$ cat config.mk
export PLATFORM = sky130hd
export DESIGN_NAME = latch_bank_wr_ctrl
export DESIGN_NICKNAME = d
export VERILOG_FILES = /design/src/rtl/latch_bank_wr_ctrl.sv
export SDC_FILE = /design/constraint.sdc
export NUM_CORES = 1
export LEC_CHECK = 0
export CORE_MARGIN = 2
export CORE_UTILIZATION = 46
export DETAILED_ROUTE_END_ITERATION = 6
export GPL_ROUTABILITY_DRIVEN = 1
export PLACE_DENSITY_LB_ADDON = 0.15
export SLEW_MARGIN = 10
export SYNTH_ARGS = -nofsm -noshare
export SYNTH_HDL_FRONTEND = slang
export SYNTH_SLANG_ARGS = --single-unit
export TNS_END_PERCENT = 20
$ cat constraint.sdc
create_clock -name clk -period 1.7 [get_ports clk]
set_input_delay 0.34 -clock clk [delete_from_list [all_inputs] [get_ports clk]]
set_output_delay 0.34 -clock clk [all_outputs]
set_load 0.03 [all_outputs]
$ cat src/rtl/latch_bank_wr_ctrl.sv
// Write sequencer and round-robin arbiter for a bank of gated W-bit latches.
// Every write runs setup, gate-high and hold phases so lat_d is stable around each gate edge.
module latch_bank_wr_ctrl #(
   parameter int unsigned AW       = 2,
   parameter int unsigned W        = 4,
   parameter int unsigned GATE_CYC = 2
) (
   input  logic                 clk,
   input  logic                 rst,
   input  logic                 req_a,
   input  logic [AW-1:0]        addr_a,
   input  logic [W-1:0]         data_a,
   output logic                 ack_a,
   input  logic                 req_b,
   input  logic [AW-1:0]        addr_b,
   input  logic [W-1:0]         data_b,
   output logic                 ack_b,
   input  logic                 clr_req,
   output logic                 clr_done,
   output logic [W-1:0]         lat_d,
   output logic [(2**AW)-1:0]   lat_g,
   output logic                 lat_clr,
   output logic                 busy
);

   localparam int unsigned N  = 2**AW;
   localparam int unsigned CW = (GATE_CYC > 1) ? $clog2(GATE_CYC) : 1;

   typedef enum logic [2:0] {IDLE, SETUP, GATE, HOLD, ACK, CLR, CDONE} state_t;

   state_t          state;
   logic [CW-1:0]   cnt;
   logic            ptr_b;
   logic            gnt_b;
   logic [AW-1:0]   addr_q;
   logic            grant_b_c;

   // B wins when it is the only requester, or when both request and the pointer names B
   assign grant_b_c = req_b && (!req_a || ptr_b);

   always_ff @(posedge clk or posedge rst) begin
      if (rst) begin
         state    <= IDLE;
         cnt      <= '0;
         ptr_b    <= 1'b0;
         gnt_b    <= 1'b0;
         addr_q   <= '0;
         lat_d    <= '0;
         lat_g    <= '0;
         lat_clr  <= 1'b0;
         ack_a    <= 1'b0;
         ack_b    <= 1'b0;
         clr_done <= 1'b0;
         busy     <= 1'b0;
      end else begin
         ack_a    <= 1'b0;
         ack_b    <= 1'b0;
         clr_done <= 1'b0;
         case (state)
            IDLE: begin
               if (clr_req) begin
                  lat_clr <= 1'b1;
                  busy    <= 1'b1;
                  cnt     <= CW'(GATE_CYC - 1);
                  state   <= CLR;
               end else if (req_a || req_b) begin
                  gnt_b  <= grant_b_c;
                  addr_q <= grant_b_c ? addr_b : addr_a;
                  lat_d  <= grant_b_c ? data_b : data_a;
                  busy   <= 1'b1;
                  state  <= SETUP;
               end
            end
            SETUP: begin
               lat_g <= N'(1) << addr_q;
               cnt   <= CW'(GATE_CYC - 1);
               state <= GATE;
            end
            GATE: begin
               if (cnt == '0) begin
                  lat_g <= '0;
                  state <= HOLD;
               end else begin
                  cnt <= cnt - CW'(1);
               end
            end
            HOLD: begin
               ack_a <= !gnt_b;
               ack_b <= gnt_b;
               state <= ACK;
            end
            ACK: begin
               ptr_b <= !gnt_b;
               busy  <= 1'b0;
               state <= IDLE;
            end
            CLR: begin
               if (cnt == '0) begin
                  lat_clr  <= 1'b0;
                  clr_done <= 1'b1;
                  state    <= CDONE;
               end else begin
                  cnt <= cnt - CW'(1);
               end
            end
            CDONE: begin
               busy  <= 1'b0;
               state <= IDLE;
            end
            default: begin
               lat_g   <= '0;
               lat_clr <= 1'b0;
               busy    <= 1'b0;
               state   <= IDLE;
            end
         endcase
      end
   end

endmodule

==> results.py <==
metrics = {
    "layout": {
        "fin_nets": 155,
        "syn_to_final_growth_pct": 36.2,
        "insertedDiodeCount": 0,
        "fin_util_pct": 65.1,
        "drive_above_1_share_pct": 11.7,
        "num-fill-cells": 176,
    },
    "flow_run": {
        "drv_cap": 0,
    },
    "sta": {
        "whs_ps": 348,
        "slew_headroom_pct": 71.3,
        "setup_violations": 0,
        "finalSetupTns_ps": 0,
        "fin_crit_ps": 1630,
        "worst_slew_pin_slew_ps": 427,
        "final.setup_skew_ps": 10.1,
        "fin_crit_sh_pct": 96.1,
        "rsz0062_at_grt": "no",
        "hold_viol_final": 0,
        "fmax_mhz": 612,
        "drv_slew": 0,
    },
    "synthesis": {
        "yosysTopAreaCell": "dfrtp_1",
        "seq_area_frac_synth_pct": 50.2,
        "synth_top_area_share_pct": 50.2,
        "syn_area_sq_um": 1050,
        "synthTopCellsByCount": "dfrtp_1, a21oi_1, nand2_1, nand3b_1, o21ai_0",
        "synth.most_common_cell": "dfrtp_1",
        "synth_area_leaders": "dfrtp_1, nand3b_1, a21oi_1, a31oi_1, o21ai_0",
        "synth_edf_count": 0,
        "synth-async-reset-ratio_pct": 100,
        "syn-num-nets": 120,
        "ys_ff_latch": 21,
        "netlist_instances": 103,
        "ys.flop_type": "dfrtp_1",
        "synth_area_per_cell_sq_um": 10.2,
        "synth.distinct_cells": 31,
        "yosysWarnings": 0,
    },
    "routing": {
        "dr_total_vias": 896,
        "first_iter_violations": 25,
        "drc_errors": 0,
        "routedWlPerCell_um": 13.2,
        "first_pass_iters": 4,
        "antenna_left": 0,
        "drt-total-wl_um": 2170,
        "vias_per_cell": 5.43,
    },
    "clock_network": {
        "cts_tree": "done",
        "cts_root_buf": "clkbuf_4",
        "post-cts-setup-buffers": 0,
        "clk_pin_slew_worst_paths_ps": 120,
        "cts-buffers-inserted": 3,
        "cts_buffer_depth": 2,
        "clock-sinks": 21,
        "clock_latency_ps": 300,
        "htree_levels": 1,
        "ctsHoldBuffers": 0,
    },
    "die": {
        "die-area_sq_um": 2670,
        "die_h_um": 51.7,
        "io_pins": 30,
        "dieWidth_um": 51.7,
        "rows": 17,
        "core_sq_um": 2190,
        "start_util_pct": 47.8,
    },
    "worst_setup_path": {
        "cp-start-kind": "register",
        "r2r_end": "lat_g[0]$_DFFE_PP0P_",
        "worst_setup_path_end_kind": "primary output",
        "reg2reg_slack_ps": 270,
        "crit_buf_inv": 1,
        "critPathLaunch": "ack_b$_DFF_PP0_",
        "path_cells": "clkdlybuf4s50_1",
        "worstPathRequired_ps": 1360,
        "critical_path.top_delay_family": "buffers and inverters",
        "worstPathMaxFanout": 1,
        "cp.depth": 1,
        "crit_arrival_ps": 1290,
        "reg2reg_depth": 3,
        "path_class": "register to primary output",
        "crit_path_end": "ack_b",
        "max_stage_delay_ps": 660,
        "r2r_start": "state[1]$_DFFE_PP0P_",
        "slowest_stage": "clkdlybuf4s50_1",
    },
    "pwr": {
        "worst_ir_drop_vdd_mv": 0.893,
        "power.total_mw": 2.43,
        "p_leak_nw": 0.693,
        "powerDensity_nw_per_um2": 1700,
    },
    "place": {
        "routabilityCongestion": 0.838,
        "dpl.hpwl_um": 1620,
        "portBuffers": 29,
    },
    "global_route": {
        "grt_pass1_vias": 830,
        "grt_pass1_wl_um": 3590,
        "grt-ovfl-total": 0,
        "grtUsageTotal_pct": 18.0,
        "grt_max_degree": 22,
        "grt_antenna_before_repair": 0,
    },
    "outcome": {
        "status": "finished, final reports clean",
    },
    "hold_path": {
        "hp-class": "primary input to asynchronous set/reset pin",
    },
}
[flip-flops by register name, indices dropped and copies added, names as in the netlist]
signal,cells
ack_a,1
ack_b,1
addr_q,2
busy,1
clr_done,1
cnt,1
gnt_b,1
lat_clr,1
lat_d,4
lat_g,4
ptr_b,1
state,3
[how the worst min path moves through the flow]
stage,startpoint,end,slack [ps]
3_3_place_gp,gnt_b$_DFFE_PP0P_,ack_a$_DFF_PP0_,430
4_1_cts,rst,cnt$_DFFE_PP0P_,360
5_1_grt,rst,lat_g[3]$_DFFE_PP0P_,380
2_1_floorplan,rst,ack_a$_DFF_PP0_,320
3_5_place_dp,gnt_b$_DFFE_PP0P_,ack_a$_DFF_PP0_,430
6_report,rst,lat_g[3]$_DFFE_PP0P_,350
[per-layer routing]
layer | global-route usage, % | vias up | routed length, um
met5 | 0 | - | 0
met4 | 5.26 | 0 | 9
li1 | - | 444 | -
met1 | 23.9 | 431 | 1000
met2 | 30.3 | 19 | 1070
met3 | 2.59 | 2 | 83
[through the flow]
step | instances | setup WS (ps) | instance area [sq um]
6_report | 165 | 66.7 | 1430
2_1_floorplan | 103 | 329 | 1050
5_1_grt | 165 | 18.8 | 1430
4_1_cts | 165 | 7.78 | 1400
3_3_place_gp | 161 | 116 | 1380
3_5_place_dp | 161 | 56.0 | 1380
[cell type report]
type / count / area (sq um) / share of cell area, %
sequential: 21 / 526 / 36.8
multi-input combinational: 68 / 439 / 30.8
timing repair buffer: 38 / 378 / 26.5
tap: 28 / 35.0 / 2.46
clock buffer: 4 / 26.3 / 1.84
inverter: 6 / 22.5 / 1.58
[report_power, final]
group | leakage [nW] | internal (mW) | switching [mW]
sequential | 0.257 | 0.721 | 0.233
combinational | 0.421 | 0.571 | 0.669
clock | 0.0150 | 0.0912 | 0.145
total | 0.693 | 1.38 | 1.05
[logic make-up (layout without fill, tap and decap cells)]
group / after synthesis / after routing / share of synthesized area [%]
multiplexers: 1 / 1 / 1.08
buffers and inverters: 14 / 48 / 7.88
flip-flops: 21 / 21 / 50.2
AO/OA/AOI/OAI: 34 / 34 / 20.2
AND/OR/NAND/NOR: 32 / 32 / 19.8
XOR/XNOR: 1 / 1 / 0.836
[layout by cell type (no fill, tap or decap), types with 3 or more instances in the layout]
cell type	instances
dfrtp_1	21
clkdlybuf4s50_1	18
a21oi_1	9
dlymetal6s2s_1	9
buf_4	9
nand3b_1	7
o21ai_0	7
nand2_1	7
inv_1	6
a31oi_1	6
nor3_1	4
nor2_1	3
o22ai_1	3
clkbuf_4	3
[timing repair]
item                                    in CTS  in global routing
resized for setup                            2                  9
endpoints found under the setup margin       2                  9
pin swaps                                    0                  0
Power figures use the tool's default switching activity.
